## src/rtl/acc_cpu_pkg.sv

```systemverilog
// acc_cpu_pkg: shared types for the accumulator CPU core.
//   opcodeT  - 4-bit instruction opcodes
//   stateT   - control FSM states
//   iw()     - instruction width for a given data width (opcode + operand)
package acc_cpu_pkg;

   typedef enum logic [3:0] {
      OP_NOP  = 4'h0,
      OP_LDI  = 4'h1,
      OP_LD   = 4'h2,
      OP_ST   = 4'h3,
      OP_ADDI = 4'h4,
      OP_ADD  = 4'h5,
      OP_SUBI = 4'h6,
      OP_SUB  = 4'h7,
      OP_AND  = 4'h8,
      OP_OR   = 4'h9,
      OP_XOR  = 4'hA,
      OP_JMP  = 4'hB,
      OP_JZ   = 4'hC,
      OP_JC   = 4'hD,
      OP_OUT  = 4'hE,
      OP_HLT  = 4'hF
   } opcodeT;

   typedef enum logic [2:0] {
      ST_IDLE,
      ST_FETCH,
      ST_EXEC,
      ST_MEMRD,
      ST_OUTW,
      ST_HALT
   } stateT;

   function automatic int iw(input int dw);
      return dw + 4;
   endfunction

endpackage

```

## src/rtl/acc_cpu_alu.sv

```systemverilog
// acc_cpu_alu: combinational ALU for the accumulator core.
// Ports:
//   opcode   in  4   current instruction opcode
//   a        in  DW  accumulator
//   b        in  DW  immediate or RAM operand
//   carryIn  in  1   current carry flag
//   result   out DW  new accumulator value (a when the op does not write acc)
//   carryOut out 1   new carry flag
//   zero     out 1   result == 0
module acc_cpu_alu
   import acc_cpu_pkg::*;
#(
   parameter int DW = 4
) (
   input  opcodeT          opcode,
   input  logic [DW-1:0]   a,
   input  logic [DW-1:0]   b,
   input  logic            carryIn,
   output logic [DW-1:0]   result,
   output logic            carryOut,
   output logic            zero
);

   always_comb begin
      result   = a;
      carryOut = carryIn;
      case (opcode)
         OP_LDI, OP_LD:   result = b;
         OP_ADDI, OP_ADD: {carryOut, result} = {1'b0, a} + {1'b0, b};
         OP_SUBI, OP_SUB: begin
            result   = a - b;
            // carry means "no borrow"
            carryOut = (a >= b);
         end
         OP_AND:          result = a & b;
         OP_OR:           result = a | b;
         OP_XOR:          result = a ^ b;
         default:         ;
      endcase
   end

   assign zero = (result == '0);

endmodule

```

## src/rtl/acc_cpu_core.sv

```systemverilog
// acc_cpu_core: multi-cycle accumulator CPU with internal data RAM,
// external combinational program memory and a valid/ready output port.
// Optional macro ACC_CPU_SINGLE_STEP_EN adds a 'step' input: each
// instruction starts only on run&&step and always returns to IDLE.
// Ports:
//   clk, rst_n          clock / async active-low reset
//   run                 1 = execute, 0 = stop at next instruction boundary
//   step                (ACC_CPU_SINGLE_STEP_EN only) single-step strobe
//   imem_addr/imem_data program memory address (=PC) / instruction
//   out_data/valid/ready output port, value captured by OUT
//   acc_o, pc_o, carry_o, zero_o, halted  architectural state view
//
// state | meaning
// IDLE  | waiting for run (and step) to start an instruction
// FETCH | IR <= imem_data, PC <= PC+1
// EXEC  | decode; single-cycle ops complete, RAM read address applied
// MEMRD | RAM read data valid; RAM-operand op completes
// OUTW  | out_valid held until out_ready
// HALT  | stopped until reset
module acc_cpu_core
   import acc_cpu_pkg::*;
#(
   parameter  int DW  = 4,
   parameter  int AW  = 4,   // must be <= DW
   parameter  int PAW = 4,   // must be <= DW
   localparam int IW  = iw(DW)
) (
   input  logic            clk,
   input  logic            rst_n,
   input  logic            run,
`ifdef ACC_CPU_SINGLE_STEP_EN
   input  logic            step,
`endif
   output logic [PAW-1:0]  imem_addr,
   input  logic [IW-1:0]   imem_data,
   output logic [DW-1:0]   out_data,
   output logic            out_valid,
   input  logic            out_ready,
   output logic [DW-1:0]   acc_o,
   output logic [PAW-1:0]  pc_o,
   output logic            carry_o,
   output logic            zero_o,
   output logic            halted
);

   stateT           state, stateNxt;
   logic [IW-1:0]   ir;
   logic [PAW-1:0]  pc;
   logic [DW-1:0]   acc, ramQ, outData, imm, aluB, aluRes;
   logic            carry, zero, outValid, aluCarry, aluZero;
   logic            memOp, immOp, takeJump, outFire, startOk;
   stateT           afterInstr;
   opcodeT          op;
   logic [AW-1:0]   ramAddr;
   logic [DW-1:0]   ram [2**AW];

   assign op      = opcodeT'(ir[IW-1:DW]);
   assign imm     = ir[DW-1:0];
   assign ramAddr = imm[AW-1:0];

   assign memOp    = (op == OP_LD)  || (op == OP_ADD) || (op == OP_SUB) ||
                     (op == OP_AND) || (op == OP_OR)  || (op == OP_XOR);
   assign immOp    = (op == OP_LDI) || (op == OP_ADDI) || (op == OP_SUBI);
   assign takeJump = (op == OP_JMP) || ((op == OP_JZ) && zero) ||
                     ((op == OP_JC) && carry);
   assign outFire  = (state == ST_OUTW) && outValid && out_ready;
   assign aluB     = (state == ST_MEMRD) ? ramQ : imm;

`ifdef ACC_CPU_SINGLE_STEP_EN
   assign startOk    = run && step;
   assign afterInstr = ST_IDLE;
`else
   assign startOk    = run;
   assign afterInstr = run ? ST_FETCH : ST_IDLE;
`endif

   acc_cpu_alu #(.DW(DW)) uAlu (
      .opcode   (op),
      .a        (acc),
      .b        (aluB),
      .carryIn  (carry),
      .result   (aluRes),
      .carryOut (aluCarry),
      .zero     (aluZero)
   );

   always_comb begin
      stateNxt = state;
      case (state)
         ST_IDLE:  if (startOk) stateNxt = ST_FETCH;
         ST_FETCH: stateNxt = ST_EXEC;
         ST_EXEC: begin
            if (memOp)              stateNxt = ST_MEMRD;
            else if (op == OP_OUT)  stateNxt = ST_OUTW;
            else if (op == OP_HLT)  stateNxt = ST_HALT;
            else                    stateNxt = afterInstr;
         end
         ST_MEMRD: stateNxt = afterInstr;
         ST_OUTW:  if (outFire) stateNxt = afterInstr;
         ST_HALT:  stateNxt = ST_HALT;
         default:  stateNxt = ST_IDLE;
      endcase
   end

   always_ff @(posedge clk or negedge rst_n) begin
      if (!rst_n) begin
         state    <= ST_IDLE;
         ir       <= '0;
         pc       <= '0;
         acc      <= '0;
         carry    <= 1'b0;
         zero     <= 1'b0;
         outData  <= '0;
         outValid <= 1'b0;
      end else begin
         state <= stateNxt;
         case (state)
            ST_FETCH: begin
               ir <= imem_data;
               pc <= pc + PAW'(1);
            end
            ST_EXEC: begin
               if (immOp) begin
                  acc   <= aluRes;
                  carry <= aluCarry;
                  zero  <= aluZero;
               end
               // overrides the increment already applied in FETCH
               if (takeJump) pc <= imm[PAW-1:0];
               if (op == OP_OUT) begin
                  outData  <= acc;
                  outValid <= 1'b1;
               end
            end
            ST_MEMRD: begin
               acc   <= aluRes;
               carry <= aluCarry;
               zero  <= aluZero;
            end
            ST_OUTW: if (outFire) outValid <= 1'b0;
            default: ;
         endcase
      end
   end

   // No reset on the array. Reset forces state out of EXEC asynchronously,
   // so an instruction aborted by reset never reaches the write enable.
   always_ff @(posedge clk) begin
      if (state == ST_EXEC) begin
         if (op == OP_ST) ram[ramAddr] <= acc;
         ramQ <= ram[ramAddr];
      end
   end

   assign imem_addr = pc;
   assign pc_o      = pc;
   assign acc_o     = acc;
   assign carry_o   = carry;
   assign zero_o    = zero;
   assign out_data  = outData;
   assign out_valid = outValid;
   assign halted    = (state == ST_HALT);

endmodule
```

## config.mk

```make
export PLATFORM = sky130hd
export DESIGN_NAME = acc_cpu_core
export DESIGN_NICKNAME = d
export VERILOG_FILES = /design/src/rtl/acc_cpu_pkg.sv /design/src/rtl/acc_cpu_alu.sv /design/src/rtl/acc_cpu_core.sv
export SDC_FILE = /design/constraint.sdc
export NUM_CORES = 1
export LEC_CHECK = 0
export CAP_MARGIN = 40
export CELL_PAD_IN_SITES_DETAIL_PLACEMENT = 1
export CELL_PAD_IN_SITES_GLOBAL_PLACEMENT = 2
export CORE_UTILIZATION = 45
export CTS_CLUSTER_DIAMETER = 60
export DETAILED_ROUTE_END_ITERATION = 10
export DONT_BUFFER_PORTS = 1
export PLACE_DENSITY = 0.75
export SKIP_CTS_REPAIR_TIMING = 1
export SLEW_MARGIN = 20
export SYNTH_ARGS = -nofsm -noshare
export SYNTH_HDL_FRONTEND = slang
export SYNTH_SLANG_ARGS = --single-unit
```

## constraint.sdc

```tcl
create_clock -name clk -period 3.45 [get_ports clk]
set_input_delay 1.035 -clock clk [delete_from_list [all_inputs] [get_ports clk]]
set_output_delay 1.035 -clock clk [all_outputs]
set_load 0.05 [all_outputs]
```

======== After elaboration in Yosys (flattened, before gate mapping) ========
Memories as Yosys holds them, arrays and structs flattened. A register that Yosys moved wholly into a read port is not among the register bits.
Index checks and enable logic that the tools add are counted.
storage, ports and cells
  register bits after elaboration ......... 26
  memory bits (writable) .................. 64
  bits of input ports ..................... 12
  output and inout port bits .............. 20
  word-level logic and storage cells ...... 91
  memories kept ........................... 1
memories
  name  words  bits a word  rd ports  clocked after memory_dff  wr ports  RTL line            RTL
  ram   16     4            1         1                         1         acc_cpu_core.sv:55  logic [DW-1:0] ram [2**AW];
operators by class
  add/sub/neg operators ................... 3
  magnitude comparators ................... 1
  equal/unequal tests ..................... 25
  multiplexer cells ....................... 24
  bitwise logic cells ..................... 3
  reductions and logical operators ........ 26
operators with widths
  kind                 number
  $eq 4x4->1 const B   8
  $pmux 4 s6           1
  $pmux 3 s6           1
  $eq 4x3->1 const B   4
  $pmux 4 s2           2
  $mux 3               5
  $mux 4               3
  $ne 2x2->1 const B   5
  $logic_or 1x1->1     9
  $eq 4x2->1 const B   2
  $mux 1               8
  $pmux 1 s2           4
  $reduce_and 2->1     4
  $eq 3x2->1 const B   2
  $eq 3x3->1 const B   2
  $reduce_bool 2->1    3
  $reduce_or 2->1      3
  $add 4x4->5          1
  $add 4x1->4 const B  1
  $and 4x4->4          1
  $eq 4x1->1 const B   1
  $ge 4x4->1           1
  $logic_and 1x1->1    4
  $logic_not 4->1      1
  other kinds (6)      6

======== Longest topological paths before layout ========
  word-level depth ........................ 8
  mapped depth ............................ 12
  depth with buffers taken out ............ 12

======== Cells and area by module ========
Synthesis repeated with hierarchy kept, for this count alone.
unflattened totals
  cells, all modules ...................... 350
  area total of the unflattened synthesis .. 4664.5 µm²
by module, submodules not included
  module        times used  cells an instance  area each (µm²)  seq. area each (µm²)
  acc_cpu_core  1           265                4023.9           2692.6
  acc_cpu_alu   1           85                 640.6            0.0

======== Least setup slack after synthesis ========
OpenSTA, ideal clock, no wires.
  path type ............................... reg2reg
  from .................................... reg state[2]
  to ...................................... reg zero, in the netlist zero_o
  setup time .............................. 0.122 ns
  data arrival time ....................... 2.504 ns
  required time ........................... 3.328 ns
  slack ................................... 0.824 ns
  cell stages (with the launch flop) ...... 13
  path buffers ............................ 0
  clock period less this slack ............ 2.626 ns
  cells stage by stage .................... dfrtp_1 -> nand3b_4 -> mux2i_1 -> inv_1 -> ha_1 -> inv_1 -> fa_1 -> nand3b_1 -> a21oi_1 -> a211oi_1 -> o22ai_1 -> and2_1 -> a32o_1
between the ends
  longest elaborated chain between the ends .. 7
  elaborated cells on any way between the ends .. 15
  classes of those cells .................. 2 x add/sub; 3 x eq/ne; 4 x mux; 3 x bitwise; 3 x reduce/logical
RTL lines
  item                                       RTL line                                 RTL
  start, declared                            acc_cpu_core.sv:46                       stateT state, stateNxt;
  start signal, assigned                     acc_cpu_core.sv:116                      state <= stateNxt;
  $eq 3x2->1                                 acc_cpu_core.sv:67, acc_cpu_core.sv:117
  $mux 4                                     acc_cpu_core.sv:67                       assign aluB = (state == ST_MEMRD) ? ramQ : imm;
  $sub 4x4->4, or another cell as far along  acc_cpu_alu.sv:31                        result = a - b;
  $pmux 4 s6                                 acc_cpu_alu.sv:27                        case (opcode)
  $logic_not 4->1                            acc_cpu_alu.sv:42                        assign zero = (result == '0);
  $mux 1                                     acc_cpu_core.sv:123                      if (immOp) begin
  $pmux 1 s2                                 acc_cpu_core.sv:117                      case (state)
  end signal, assigned                       acc_cpu_core.sv:126                      zero <= aluZero;
  end signal, assigned                       acc_cpu_core.sv:138                      zero <= aluZero;
  end, declared                              acc_cpu_core.sv:50                       logic carry, zero, outValid, aluCarry, aluZero;
Parallel ways exist; a longest one is shown, timed or not. The select of a mux whose other input is x is not followed.
A chain may end at the register's enable or synchronous reset.

======== Worst setup path after layout ========
Ends and elaborated chain as after synthesis.

==> flow_metrics.py <==
metrics = {
    "power": {
        "p_comb_share_pct": 49.9,
        "power_frac_seq_pct": 36.2,
        "ir_drop_mv": 0.475,
        "power_switching_share_pct": 44.8,
        "pwr-share-clk_pct": 13.9,
        "powerDensity_nw_per_um2": 1000,
        "power_switching_mw": 2.32,
        "power.internal_mw": 2.86,
        "power_leakage_nw": 1.88,
    },
    "synthesis": {
        "async_flop_share_pct": 27.7,
        "synth_most_common_cell": "edfxtp_1",
        "synth_area_um2": 4720,
        "synth_nets": 374,
        "synth_area_leader_cell": "edfxtp_1",
        "synthFlopType": "edfxtp_1",
        "yosysWarnings": 0,
        "yosysSeqAreaShare_pct": 57.1,
        "synth_edf_count": 68,
        "yosysTopAreaCellShare_pct": 43.3,
        "synth_cell_type_count": 56,
        "synth_seq_cells": 94,
        "synthTopCellsByCount": "68 x edfxtp_1, 26 x dfrtp_1, 21 x nor2_1, 21 x o21ai_0, 20 x mux4_2",
        "syn_avg_cell_area_um2": 13.6,
        "netlist_instances": 347,
        "synthTopCellsByArea": "edfxtp_1 43%, dfrtp_1 14%, mux4_2 9.6%",
    },
    "timing": {
        "rsz0062_at_grt": "no",
        "holdWs_ps": 337,
        "slew_headroom_pct": 51.7,
        "max_clock_freq_ghz": 0.334,
        "slew_violations": 0,
        "period_share_pct": 86.9,
        "tightest_slew_ps": 725,
        "setup_viol": 0,
        "finalHoldViolCount": 0,
        "finalCriticalPeriod_ps": 3000,
        "clock_skew_ps": 10.6,
        "fin_setup_tns_ps": 0,
    },
    "floorplan": {
        "start_util_pct": 46.1,
        "rows": 37,
        "core_um2": 10200,
        "die_x_um": 104,
        "dieArea_um2": 10900,
        "die_h_um": 104,
        "ioPinCount": 32,
    },
    "worst_setup_path": {
        "crit_family": "compound AO/OA/AOI/OAI gates",
        "arrival_ps": 3270,
        "worstSetupStartpointType": "flop",
        "r2r_cells": 9,
        "slowest_stage": "mux2i_1",
        "crit_chain": "nand3b_4, mux2i_1, inv_1, ha_1, a2111oi_0, a211oi_1, xnor2_1, o21a_1, a32o_1",
        "critPathBufInv": 1,
        "crit_cells": 9,
        "crit_path_end_kind": "flop",
        "worstPathRequired_ps": 3720,
        "crit_fanout": 7,
        "worst_path_largest_cell_delay_ps": 580,
        "crit_type": "flop to flop",
    },
    "route": {
        "drtAntennaViolNets": 0,
        "drt_iter0_drc": 124,
        "drc": 0,
        "wirelength_um": 11000,
        "routed_via_density": 5.85,
        "wl_per_cell_um": 22.2,
        "vias": 2895,
        "drt_pass1_iterations": 6,
    },
    "clock_network": {
        "cts_root_buf": "clkbuf_8",
        "insertion_delay_ps": 380,
        "ctsHtreeMaxLevel": 3,
        "clk_pin_slew_worst_paths_ps": 100,
        "cts_buffers": 9,
        "clock_path_buffers": 2,
        "clock_sinks": 94,
        "cts_tree": "yes",
    },
    "place": {
        "placedCellCount": 478,
        "dp_hpwl_um": 7800,
        "place.gp.congestion": 0.828,
        "portBuffers": 0,
        "place_area_um2": 4980,
    },
    "run_status": {
        "status": "finished, final reports clean",
    },
    "global_routing": {
        "grt_max_degree": 29,
        "grt_pass1_vias": 3057,
        "grt_antenna_before_repair": 0,
        "gr-total-overflow": 0,
        "grt_usage_pct": 22.3,
        "grt_pass1_wl_um": 17900,
    },
    "final_layout": {
        "drive_gt1_share_pct": 21.7,
        "diodes": 0,
        "nets": 381,
        "stdcell_count": 495,
        "syn_to_final_growth_pct": 9.76,
        "fin_area_um2": 5180,
    },
    "worst_hold_path": {
        "min_path_type": "input pin to async pin",
    },
    "job": {
        "maxCapViolations": 0,
    },
}
[routing by layer]
layer / up-vias / part of all wire (%) / GRT usage [%]
li1: 1320 / - / -
met1: 1496 / 48 / 32.2
met2: 74 / 46 / 33.4
met3: 5 / 4.8 / 5.89
met4: 0 / 0.61 / 5.71
met5: - / 0 / 0
[worst paths after layout]
path / startpoint / endpoint / slack [ps]
setup / recovery: state[2] / zero_o / 450
hold reg to reg: imem_addr[0] / imem_addr[0] / 640
max in group asynchronous: rst_n / ir[7] / 3030
setup reg to reg: state[2] / zero_o / 450
hold / removal: rst_n / imem_addr[2] / 340
min in group clk: imem_addr[0] / imem_addr[0] / 640
[cell usage in the layout, fill, tap and decap left out, types with 3 or more instances in the layout]
cell,count
nand2b_1,9
mux4_2,20
nand3b_1,4
a211oi_1,3
a31oi_1,3
mux2_2,12
nand2_1,19
nor3b_1,3
nand3_1,3
buf_4,13
dfrtp_1,26
inv_6,3
inv_1,12
nor3_1,8
clkbuf_8,9
ha_1,13
edfxtp_1,68
buf_16,4
and2_1,3
nor2b_1,6
nor2_1,21
a21o_1,3
o22ai_1,3
a21oi_1,16
mux2i_1,9
o21ai_0,21
[final cells by class]
type / count / area, um^2
clock inverters: 7 / 61.3
inverters: 12 / 45.0
multi-input cells: 215 / 1840
fillers: 1024 / 5050
well taps: 136 / 170
clock buffers: 9 / 124
flip-flops and latches: 94 / 2690
repair buffers: 22 / 240
[flip-flops by register name, summed over array words and instances (netlist names)]
name	cells
acc_o	4
carry_o	1
imem_addr	4
ir	8
out_data	4
out_valid	1
ram	64
ramQ	4
state	3
zero_o	1
[cell families (layout without fill, tap and decap cells)]
group	count (synthesis)	count (layout)	share of synthesized area, %
AO/OA/AOI/OAI	71	71	9.79
XOR/XNOR	2	2	0.372
adder cells (fa/ha/maj)	15	15	4.30
buffers and inverters	38	50	3.82
flip-flops	94	94	57.1
multiplexers	41	41	14.3
AND/OR/NAND/NOR	86	86	10.3
[power by group through the flow]
| stage | combinational, mW | clock, mW | sequential, mW |
|---|---|---|---|
| 3_5_place_dp | 2.54 | 0 | 1.94 |
| 3_3_place_gp | 2.17 | 0 | 2.08 |
| 6_report | 2.59 | 0.720 | 1.87 |
| 2_1_floorplan | 1.79 | 0 | 1.92 |
| 5_1_grt | 2.84 | 0.782 | 1.91 |
| 4_1_cts | 2.55 | 0.735 | 1.92 |
[metrics by stage]
| step | setup slack [ps] | power (mW) | util, % |
|---|---|---|---|
| final | 453 | 5.18 | 50.6 |
| after global routing | 269 | 5.53 | 50.6 |
| after CTS | 461 | 5.20 | 50.4 |
| after detailed placement | 464 | 4.48 | 48.6 |
| after global placement | 591 | 4.25 | 47.4 |
| after floorplan | 824 | 3.71 | - |
(Power assumes the default switching activity.)
